<file path="config.mk">
export PLATFORM = sky130hd
export DESIGN_NAME = iir_out_capture_flat
export DESIGN_NICKNAME = d
export VERILOG_FILES = /design/src/rtl/iir_out_capture_if.sv /design/src/rtl/iir_out_capture.sv /design/src/flat_wrapper.sv
export SDC_FILE = /design/constraint.sdc
export NUM_CORES = 1
export LEC_CHECK = 0
export ABC_AREA = 1
export ABC_CLOCK_PERIOD_IN_PS = 7700
export CORE_MARGIN = 1.5
export CORE_UTILIZATION = 55
export CTS_CLUSTER_DIAMETER = 40
export DETAILED_ROUTE_END_ITERATION = 10
export HOLD_SLACK_MARGIN = 0.1
export PLACE_DENSITY = 0.75
export SKIP_CTS_REPAIR_TIMING = 1
export SYNTH_ARGS = -nofsm -noshare
export SYNTH_HDL_FRONTEND = slang
export SYNTH_SLANG_ARGS = --single-unit
</file>
<file path="constraint.sdc">
create_clock -name CLK -period 7.7 [get_ports CLK]
set_input_delay 1.925 -clock CLK [delete_from_list [all_inputs] [get_ports CLK]]
set_output_delay 1.925 -clock CLK [all_outputs]
set_load 0.005 [all_outputs]
</file>
<file path="src/rtl/iir_out_capture_if.sv">
// Bus between the filter-output capture sink and its environment.
// Optional CHKSUM signal exists only when IIR_CAPTURE_CHECKSUM_EN is defined.
//
// Handshake rules: VOUT qualifies DOUT on the cycle it is high (no back-pressure,
// the filter never waits); VIN is only observed to time the first input sample;
// a pop is accepted on any cycle with RD_REQ=1 and EMPTY=0, and RD_VALID is high
// for exactly the one cycle after, qualifying RD_DATA.
interface iir_out_capture_if #(
   parameter int NB = 12,
   parameter int CW = 16
);
   logic          START;
   logic [CW-1:0] NSAMP;
   logic          VIN;
   logic          VOUT;
   logic [NB-1:0] DOUT;
   logic          RD_REQ;
   logic [NB-1:0] RD_DATA;
   logic          RD_VALID;
   logic          EMPTY;
   logic          FULL;
   logic          BUSY;
   logic          DONE;
   logic [CW-1:0] LAT;
   logic [CW-1:0] DROPS;
   logic          OVF;
`ifdef IIR_CAPTURE_CHECKSUM_EN
   logic [NB-1:0] CHKSUM;

   modport master (
      output START, NSAMP, VIN, VOUT, DOUT, RD_REQ,
      input  RD_DATA, RD_VALID, EMPTY, FULL, BUSY, DONE, LAT, DROPS, OVF, CHKSUM
   );
   modport slave (
      input  START, NSAMP, VIN, VOUT, DOUT, RD_REQ,
      output RD_DATA, RD_VALID, EMPTY, FULL, BUSY, DONE, LAT, DROPS, OVF, CHKSUM
   );
`else
   modport master (
      output START, NSAMP, VIN, VOUT, DOUT, RD_REQ,
      input  RD_DATA, RD_VALID, EMPTY, FULL, BUSY, DONE, LAT, DROPS, OVF
   );
   modport slave (
      input  START, NSAMP, VIN, VOUT, DOUT, RD_REQ,
      output RD_DATA, RD_VALID, EMPTY, FULL, BUSY, DONE, LAT, DROPS, OVF
   );
`endif
endinterface

</file>
<file path="src/rtl/iir_out_capture.sv">
// Filter output capture sink: measures VIN->VOUT latency, stores NSAMP output
// samples in a FIFO and hands them back through a registered pop port.
// Optional feature macro: IIR_CAPTURE_CHECKSUM_EN (adds a rotate-xor CHKSUM).
module iir_out_capture #(
   parameter int NB    = 12,
   parameter int DEPTH = 16,
   parameter int AW    = 4,
   parameter int CW    = 16
) (
   input  logic              CLK,
   input  logic              RST,
   iir_out_capture_if.slave  bus,
   output logic [1:0]        o_dbg_state
);

   typedef enum logic [1:0] {S_IDLE, S_ARMED, S_MEASURE, S_CAPTURE} state_t;

   localparam logic [CW-1:0] ONE_CW   = CW'(1);
   localparam logic [CW-1:0] SAT_CW   = {CW{1'b1}};
   localparam logic [AW:0]   FULL_CNT = (AW+1)'(DEPTH);

   state_t          r_state;
   state_t          w_state_nxt;
   logic [CW-1:0]   r_lat;
   logic [CW-1:0]   r_drops;
   logic            r_ovf;
   logic            r_done;
   logic [CW-1:0]   r_smp_cnt;
   logic [CW-1:0]   r_nsamp;
   logic [CW-1:0]   w_smp_cnt_inc;
   logic            w_last;

   // FSM control strobes
   logic            w_cnt_smp;
   logic            w_lat_clr;
   logic            w_lat_one;
   logic            w_lat_inc;

   // FIFO
   logic [NB-1:0]   r_mem [DEPTH];
   logic [AW-1:0]   r_wr_ptr;
   logic [AW-1:0]   r_rd_ptr;
   logic [AW:0]     r_count;
   logic [NB-1:0]   r_rd_data;
   logic            r_rd_valid;
   logic            w_full;
   logic            w_empty;
   logic            w_pop;
   logic            w_wr;
   logic            w_drop;

   assign w_smp_cnt_inc = r_smp_cnt + ONE_CW;
   assign w_last        = (w_smp_cnt_inc == r_nsamp);

   assign w_full  = (r_count == FULL_CNT);
   assign w_empty = (r_count == '0);
   assign w_pop   = bus.RD_REQ && !w_empty;
   // A full FIFO still accepts a write when a pop frees the slot on the same edge.
   assign w_wr    = w_cnt_smp && (!w_full || w_pop);
   assign w_drop  = w_cnt_smp && w_full && !w_pop;

   // State register
   always_ff @(posedge CLK) begin
      if (RST) r_state <= S_IDLE;
      else     r_state <= w_state_nxt;
   end

   // Next-state and control strobes; START restarts the run from any state
   always_comb begin
      w_state_nxt = r_state;
      w_cnt_smp   = 1'b0;
      w_lat_clr   = 1'b0;
      w_lat_one   = 1'b0;
      w_lat_inc   = 1'b0;
      if (bus.START) begin
         w_state_nxt = S_ARMED;
      end else begin
         case (r_state)
            S_ARMED: begin
               if (bus.VIN) begin
                  if (bus.VOUT) begin
                     w_lat_clr   = 1'b1;
                     w_cnt_smp   = 1'b1;
                     w_state_nxt = S_CAPTURE;
                  end else begin
                     w_lat_one   = 1'b1;
                     w_state_nxt = S_MEASURE;
                  end
               end
            end
            S_MEASURE: begin
               if (bus.VOUT) begin
                  w_cnt_smp   = 1'b1;
                  w_state_nxt = S_CAPTURE;
               end else begin
                  w_lat_inc = 1'b1;
               end
            end
            S_CAPTURE: begin
               if (bus.VOUT) w_cnt_smp = 1'b1;
            end
            default: w_state_nxt = r_state;
         endcase
         if (w_cnt_smp && w_last) w_state_nxt = S_IDLE;
      end
   end

   // Run bookkeeping: latency, sample count, drops, sticky flags
   always_ff @(posedge CLK) begin
      if (RST) begin
         r_lat     <= '0;
         r_drops   <= '0;
         r_ovf     <= 1'b0;
         r_done    <= 1'b0;
         r_smp_cnt <= '0;
         r_nsamp   <= ONE_CW;
      end else if (bus.START) begin
         r_lat     <= '0;
         r_drops   <= '0;
         r_ovf     <= 1'b0;
         r_done    <= 1'b0;
         r_smp_cnt <= '0;
         r_nsamp   <= (bus.NSAMP == '0) ? ONE_CW : bus.NSAMP;
      end else begin
         if (w_lat_clr)                          r_lat <= '0;
         else if (w_lat_one)                     r_lat <= ONE_CW;
         else if (w_lat_inc && r_lat != SAT_CW)  r_lat <= r_lat + ONE_CW;
         if (w_cnt_smp) begin
            r_smp_cnt <= w_smp_cnt_inc;
            if (w_last) r_done <= 1'b1;
         end
         if (w_drop) begin
            r_ovf <= 1'b1;
            if (r_drops != SAT_CW) r_drops <= r_drops + ONE_CW;
         end
      end
   end

   // FIFO storage; contents need no reset because the pointers define validity
   always_ff @(posedge CLK) begin
      if (w_wr) r_mem[r_wr_ptr] <= bus.DOUT;
   end

   // FIFO pointers, occupancy and registered pop port
   always_ff @(posedge CLK) begin
      if (RST) begin
         r_wr_ptr   <= '0;
         r_rd_ptr   <= '0;
         r_count    <= '0;
         r_rd_data  <= '0;
         r_rd_valid <= 1'b0;
      end else begin
         r_rd_valid <= w_pop;
         if (w_pop) begin
            r_rd_data <= r_mem[r_rd_ptr];
            r_rd_ptr  <= r_rd_ptr + 1'b1;
         end
         if (w_wr) r_wr_ptr <= r_wr_ptr + 1'b1;
         if (w_wr && !w_pop)      r_count <= r_count + 1'b1;
         else if (!w_wr && w_pop) r_count <= r_count - 1'b1;
      end
   end

`ifdef IIR_CAPTURE_CHECKSUM_EN
   logic [NB-1:0] r_chk;

   // Rotate-xor signature over every counted sample, dropped ones included
   always_ff @(posedge CLK) begin
      if (RST || bus.START) r_chk <= '0;
      else if (w_cnt_smp)   r_chk <= {r_chk[NB-2:0], r_chk[NB-1]} ^ bus.DOUT;
   end

   assign bus.CHKSUM = r_chk;
`endif

   assign bus.RD_DATA  = r_rd_data;
   assign bus.RD_VALID = r_rd_valid;
   assign bus.EMPTY    = w_empty;
   assign bus.FULL     = w_full;
   assign bus.BUSY     = (r_state != S_IDLE);
   assign bus.DONE     = r_done;
   assign bus.LAT      = r_lat;
   assign bus.DROPS    = r_drops;
   assign bus.OVF      = r_ovf;
   assign o_dbg_state  = r_state;

endmodule

</file>
<file path="src/flat_wrapper.sv">
// flat-port wrapper written by rule: the top's interface ports become plain ports
module iir_out_capture_flat 
#(
   parameter int NB    = 12,
   parameter int DEPTH = 16,
   parameter int AW    = 4,
   parameter int CW    = 16
)
  (CLK, RST, o_dbg_state, bus_START, bus_NSAMP, bus_VIN, bus_VOUT, bus_DOUT, bus_RD_REQ, bus_RD_DATA, bus_RD_VALID, bus_EMPTY, bus_FULL, bus_BUSY, bus_DONE, bus_LAT, bus_DROPS, bus_OVF);
  iir_out_capture_if #(.NB(NB), .CW(CW)) bus_i ();
  input  logic CLK;
  input  logic RST;
  output logic [1:0] o_dbg_state;
  input wire logic [$bits(bus_i.START)-1:0] bus_START;
  input wire logic [$bits(bus_i.NSAMP)-1:0] bus_NSAMP;
  input wire logic [$bits(bus_i.VIN)-1:0] bus_VIN;
  input wire logic [$bits(bus_i.VOUT)-1:0] bus_VOUT;
  input wire logic [$bits(bus_i.DOUT)-1:0] bus_DOUT;
  input wire logic [$bits(bus_i.RD_REQ)-1:0] bus_RD_REQ;
  output wire logic [$bits(bus_i.RD_DATA)-1:0] bus_RD_DATA;
  output wire logic [$bits(bus_i.RD_VALID)-1:0] bus_RD_VALID;
  output wire logic [$bits(bus_i.EMPTY)-1:0] bus_EMPTY;
  output wire logic [$bits(bus_i.FULL)-1:0] bus_FULL;
  output wire logic [$bits(bus_i.BUSY)-1:0] bus_BUSY;
  output wire logic [$bits(bus_i.DONE)-1:0] bus_DONE;
  output wire logic [$bits(bus_i.LAT)-1:0] bus_LAT;
  output wire logic [$bits(bus_i.DROPS)-1:0] bus_DROPS;
  output wire logic [$bits(bus_i.OVF)-1:0] bus_OVF;
  assign bus_i.START = bus_START;
  assign bus_i.NSAMP = bus_NSAMP;
  assign bus_i.VIN = bus_VIN;
  assign bus_i.VOUT = bus_VOUT;
  assign bus_i.DOUT = bus_DOUT;
  assign bus_i.RD_REQ = bus_RD_REQ;
  assign bus_RD_DATA = bus_i.RD_DATA;
  assign bus_RD_VALID = bus_i.RD_VALID;
  assign bus_EMPTY = bus_i.EMPTY;
  assign bus_FULL = bus_i.FULL;
  assign bus_BUSY = bus_i.BUSY;
  assign bus_DONE = bus_i.DONE;
  assign bus_LAT = bus_i.LAT;
  assign bus_DROPS = bus_i.DROPS;
  assign bus_OVF = bus_i.OVF;
  iir_out_capture #(.NB(NB), .DEPTH(DEPTH), .AW(AW), .CW(CW)) u_core (.CLK(CLK), .RST(RST), .bus(bus_i), .o_dbg_state(o_dbg_state));
endmodule
</file>
== Word level (Yosys, flattened, before mapping) ==
Memory sizes are Yosys's and may differ from the RTL's. A register that Yosys moved wholly into a read port is not among the register bits.
Cells that the tools add are included.

* Register bits: 82
* Memory bits (writable): 192
* Bits of input ports: 34
* Output and inout port bits: 52
* Word-level logic and storage cells: 87
* Memories: 1

{| class="wikitable"
|+ Memories
! name !! depth !! bits a word !! read ports !! clocked after Yosys merged registers in !! wr ports !! line !! source
|-
| u_core.r_mem || 16 || 12 || 1 || 1 || 1 || iir_out_capture.sv:40 || <nowiki>logic [NB-1:0] r_mem [DEPTH];</nowiki>
|}

* Add/sub/neg operators: 7
* Equal/unequal tests: 11
* Multiplexer cells: 26
* Reduce and logical (&&, ||, !) cells: 29

{| class="wikitable"
|+ Operator list
! operator !! count
|-
| $add A16 B1 Y16 const B || 3
|-
| $ne A16 B16 Y1 const B || 2
|-
| $mux W1 || 19
|-
| $eq A16 B16 Y1 || 1
|-
| $logic_not A16 Y1 || 1
|-
| $mux W16 || 1
|-
| $mux W5 || 2
|-
| $add A4 B1 Y4 const B || 2
|-
| $logic_and A1 B1 Y1 || 8
|-
| $ne A4 B3 Y1 const B || 2
|-
| $reduce_bool A2 Y1 || 4
|-
| $reduce_and A3 Y1 || 2
|-
| $reduce_or A3 Y1 || 2
|-
| $add A5 B1 Y5 const B || 1
|-
| $eq A5 B5 Y1 const B || 1
|-
| $logic_not A5 Y1 || 1
|-
| $sub A5 B1 Y5 const B || 1
|-
| $eq A2 B2 Y1 const B || 2
|-
| $logic_not A1 Y1 || 4
|-
| $mux W2 || 2
|-
| $ne A2 B2 Y1 const B || 2
|-
| $pmux W2 S2 || 1
|-
| $reduce_and A2 Y1 || 2
|-
| $reduce_bool A4 Y1 || 1
|-
| 5 further kinds || 6
|}

== Depth between registers and ports, before layout ==
* Word-level depth: 10
* Depth in mapped cells: 17
* Depth with buffers taken out: 17

== Least setup slack after synthesis ==
OpenSTA, ideal clock, no wires.

* Kind: input port to flip-flop
* From: input port bus_VOUT
* To: register u_core.r_count[4]
* Setup time: 0.119 ns
* Arrival time: 3.844 ns
* Data required time: 7.581 ns
* Slack: 3.737 ns
* Stages: 17
* Path buffers: 0
* Cell sequence: inv_1 nor2_4 nand2_4 inv_2 nand2_1 inv_1 ha_1 inv_1 ha_1 nand2_1 nor2_1 a211oi_1 nand2_1 nand2_1 nor2_1 o21ai_0 a21oi_1

* Cells in the longest elaborated chain, start to end: 9
* Elaborated cells between the ends (all ways): 11
* Classes of those cells: 6 x mux; 5 x reduce/logical

{| class="wikitable"
|+ RTL lines
! item !! line !! source
|-
| start: declaration || flat_wrapper.sv:17 || <nowiki>input wire logic [$bits(bus_i.VOUT)-1:0] bus_VOUT;</nowiki>
|-
| $mux W1 * || iir_out_capture.sv:81, iir_out_capture.sv:92, iir_out_capture.sv:100 ||
|-
| $mux W1 || iir_out_capture.sv:80 || <nowiki>if (bus.VIN) begin</nowiki>
|-
| $pmux W1 S2 * || iir_out_capture.sv:78 || <nowiki>case (r_state)</nowiki>
|-
| $mux W1 * (2 in series) || iir_out_capture.sv:75 || <nowiki>if (bus.START) begin</nowiki>
|-
| $logic_and A1 B1 Y1 * || iir_out_capture.sv:59 || <nowiki>assign w_wr = w_cnt_smp && (!w_full || w_pop);</nowiki>
|-
| named net u_core.w_wr || iir_out_capture.sv:49 || <nowiki>logic w_wr;</nowiki>
|-
| $logic_not A1 Y1 || iir_out_capture.sv:160 || <nowiki>else if (!w_wr && w_pop) r_count <= r_count - 1'b1;</nowiki>
|-
| $logic_and A1 B1 Y1 || iir_out_capture.sv:160 ||
|-
| $reduce_bool A2 Y1 (no line) || n/a ||
|-
| end signal: assignment || iir_out_capture.sv:159 || <nowiki>if (w_wr && !w_pop) r_count <= r_count + 1'b1;</nowiki>
|-
| end signal: assignment || iir_out_capture.sv:160 ||
|-
| end: declaration || iir_out_capture.sv:43 || <nowiki>logic [AW:0] r_count;</nowiki>
|}

The timed path passes the listed nets; every way through them passes the cells marked *. The select of a mux whose other input is x is not followed.
A chain may end at the register's enable or synchronous reset.

== Final worst setup path ==
Ends and elaborated chain as after synthesis.

==> metrics.cfg <==
[run_status]
status = finished clean

[timing]
rsz0062_at_grt = no
finalCritPeriodShare = 0.5983
hold_slack_ns = 0.4607
slew_headroom = 0.2518
drv_slew = 0
tightestPinTransition_ns = 1.118
period_needed_ns = 4.607
hold_viol_final = 0
setup_tns_ns = 0
max_freq_mhz = 217.1
finalSetupViolCount = 0
fin_skew_ns = 0.02522
setup_ws_ns = 3.093

[clock_network]
cts_buffer_depth = 3
cts_buffers = 36
h-tree-depth = 2
cts-root-buf = clkbuf_16
cts_tree = yes
numClockSinks = 286
clk_latency_ns = 0.51
clk_pin_slew_worst_paths_ns = 0.06

[logic_synthesis]
yosysUniqueCellTypes = 50
ys_ff_latch = 286
async_reset_ff_frac = 0
synth_edf_count = 192
synth_warnings = 0
syn-num-nets = 1298
netlist_instances = 1251
synthFlopType = edfxtp_1
synth_area_leaders = edfxtp_1, dfxtp_1, nor2_1
avgSynthCellArea_um2 = 10.03
yosysTopAreaCell = edfxtp_1
synth_top_area_frac = 0.4594
synth_seq_area_share = 0.6094
synth_area_mm2 = 0.01255

[hold_path]
hold_depth = 2
whs_endpoint = u_core.bus.DONE
min_from = u_core.bus.DONE
hp-class = flip-flop to flip-flop

[pwr]
ir_drop_v = 0.0001601
power_leakage_uw = 0.005225
powerDensity_mw_per_mm2 = 282.8

[cells_and_area]
layout.nets = 1379
drive_gt1_frac = 0.08021
n_antenna_cell = 0
syn2layout_area_growth_pct = 18.04

[placement]
dp_hpwl_um = 18540
place_congestion = 0.8992
io_buffers = 85
place_ws_ns = 2.580

[grt]
grt_pass1_wl_um = 45650
gr-usage-all-layers = 0.2469
grt-ovfl-total = 0
grt_max_degree = 100
grt_pass1_vias = 8664
antenna_found_initial = 0

[worst_setup_path]
worstPathMaxFanout = 14
rr_worst_depth = 16
worstReg2RegStart = u_core.o_dbg_state[0]
critPathCaptureType = flip-flop
crit_required_ns = 8.15
r2r_slack_ns = 4.60
crit_type = primary input to flip-flop
cp-start-kind = primary input
worstPathArrival_ns = 5.06
r2r_end = u_core.r_count[4]

[floorplan]
initial_core_util = 0.5577
rows = 55
core_mm2 = 0.02250
io_pins = 86
die-area_mm2 = 0.02373
die_w_um = 154.1
die_y_um = 154.1

[flow_run]
max-cap-violations = 0

[drt]
ant_nets = 0
drt_iter0_markers = 905
wirelength_um = 28770
vias = 9366
viasPerCell = 5.697
wl_per_cell_um = 17.50
firstDrtPassIters = 6
post-route-drc-count = 0

-- per-stage QoR --
stage / cell area (um2) / instances / util / power [uW]
2_1_floorplan: 12550 / 1251 / - / 2277
3_3_place_gp: 13590 / 1579 / 0.6038 / 2498
3_5_place_dp: 13590 / 1579 / 0.6038 / 2513
4_1_cts: 14810 / 1644 / 0.6583 / 4206
5_1_grt: 14810 / 1644 / 0.6583 / 4362
6_report: 14810 / 1644 / 0.6583 / 4189
-- state kept, by name, indices dropped and copies added, names as in the netlist --
name,cells
u_core.bus.DONE,1
u_core.bus.DROPS,16
u_core.bus.LAT,16
u_core.bus.OVF,1
u_core.bus.RD_DATA,12
u_core.bus.RD_VALID,1
u_core.o_dbg_state,2
u_core.r_count,5
u_core.r_mem,192
u_core.r_nsamp,16
u_core.r_rd_ptr,4
u_core.r_smp_cnt,16
u_core.r_wr_ptr,4
-- worst max-delay path by stage --
stage | from | end | slack (ns) | depth (start not counted)
floorplan | bus_VOUT | u_core.r_count[4] | 3.74 | 17
global placement | bus_VOUT | u_core.r_count[4] | 2.74 | 18
detailed placement | bus_VOUT | u_core.r_count[4] | 2.58 | 17
CTS | bus_VOUT | u_core.r_count[4] | 3.13 | 17
global route | bus_VOUT | u_core.r_count[4] | 2.78 | 18
finish | bus_VOUT | u_core.r_count[4] | 3.09 | 17
-- cells by family after synthesis --
kind of cell | count (synthesis) | share of synthesized area
fa+ha+maj | 13 | 0.01356
mux | 24 | 0.01914
compound gates | 233 | 0.1145
simple gates | 506 | 0.1786
xor+xnor | 10 | 0.008176
flops | 286 | 0.6094
buf+inv | 179 | 0.05673
-- final cells by class --
type	instances	area [um2]
clock buffers	42	954.7
clock inverters	23	271.5
fillers	1704	7690
inverters	131	491.7
multi-input cells	786	4190
flip-flops and latches	286	7652
well taps	285	356.6
repair buffers	91	895.9
-- cells in the mapped netlist (2+ instances only) --
cell type	number
nor2_1	199
edfxtp_1	192
nand2_1	163
inv_1	121
o21ai_0	96
dfxtp_1	94
nand3_1	73
a21oi_1	43
clkbuf_1	29
o211ai_1	27
mux2i_1	24
o221ai_1	24
nand4_1	16
nor3_1	15
o32ai_1	15
buf_2	12
ha_1	12
nor2_2	8
a211oi_1	7
inv_2	7
nor2_4	7
o22ai_1	7
nand2_2	6
xor2_1	6
nor4_1	5
nand3_2	4
buf_1	3
clkinv_1	3
nand2_4	3
o21ai_1	3
xnor2_1	3
a21oi_2	2
a31oi_1	2
buf_4	2
o21a_1	2
o21bai_1	2
-- placed cells by master, fill, tap and decap left out, types with 3 or more instances in the layout --
| cell | n |
|---|---|
| a211oi_1 | 7 |
| o22ai_1 | 7 |
| o21ai_0 | 96 |
| o32ai_1 | 15 |
| clkbuf_1 | 4 |
| nand4_1 | 16 |
| inv_1 | 121 |
| nor3_1 | 15 |
| clkinv_1 | 6 |
| nor2_1 | 199 |
| nand2_1 | 163 |
| a21oi_1 | 43 |
| bufinv_16 | 4 |
| nor2_4 | 7 |
| nand3_1 | 73 |
| xor2_1 | 6 |
| nand2_2 | 6 |
| buf_4 | 6 |
| nand2_4 | 3 |
| clkinvlp_4 | 4 |
| inv_6 | 5 |
| o211ai_1 | 27 |
| o221ai_1 | 24 |
| o21ai_1 | 3 |
| nor2_2 | 8 |
| clkbuf_16 | 37 |
| xnor2_1 | 3 |
| edfxtp_1 | 192 |
| mux2i_1 | 24 |
| nor4_1 | 5 |
| dfxtp_1 | 92 |
| ha_1 | 12 |
| nand3_2 | 4 |
| inv_2 | 7 |
| clkdlybuf4s50_1 | 85 |
-- per-layer routing --
metal,vias up,global-route usage,part of all wire
met5,-,0,0
met4,0,0.1059,0.034
met3,68,0.04651,0.071
met2,361,0.4003,0.48
met1,4403,0.3269,0.42
li1,4534,-,-
-- where the power goes --
group / switching (uW) / total, uW / internal, uW
clock: 654 / 1690 / 1040
sequential: 53.3 / 1750 / 1690
combinational: 463 / 749 / 286
-- critical path: stages --
cell and delay (ns):
clkdlybuf4s50_1 0.51, inv_1 0.09, nor2_4 0.25, nand2_4 0.18, inv_2 0.21, nand2_1 0.16
inv_1 0.17, ha_1 0.26, inv_1 0.11, ha_1 0.34, nand2_1 0.09, nor2_1 0.04
a211oi_1 0.27, nor2_1 0.08, nor2_1 0.15, o21ai_0 0.09, a21oi_1 0.13
Note: power is estimated with default switching activity, not from simulation.
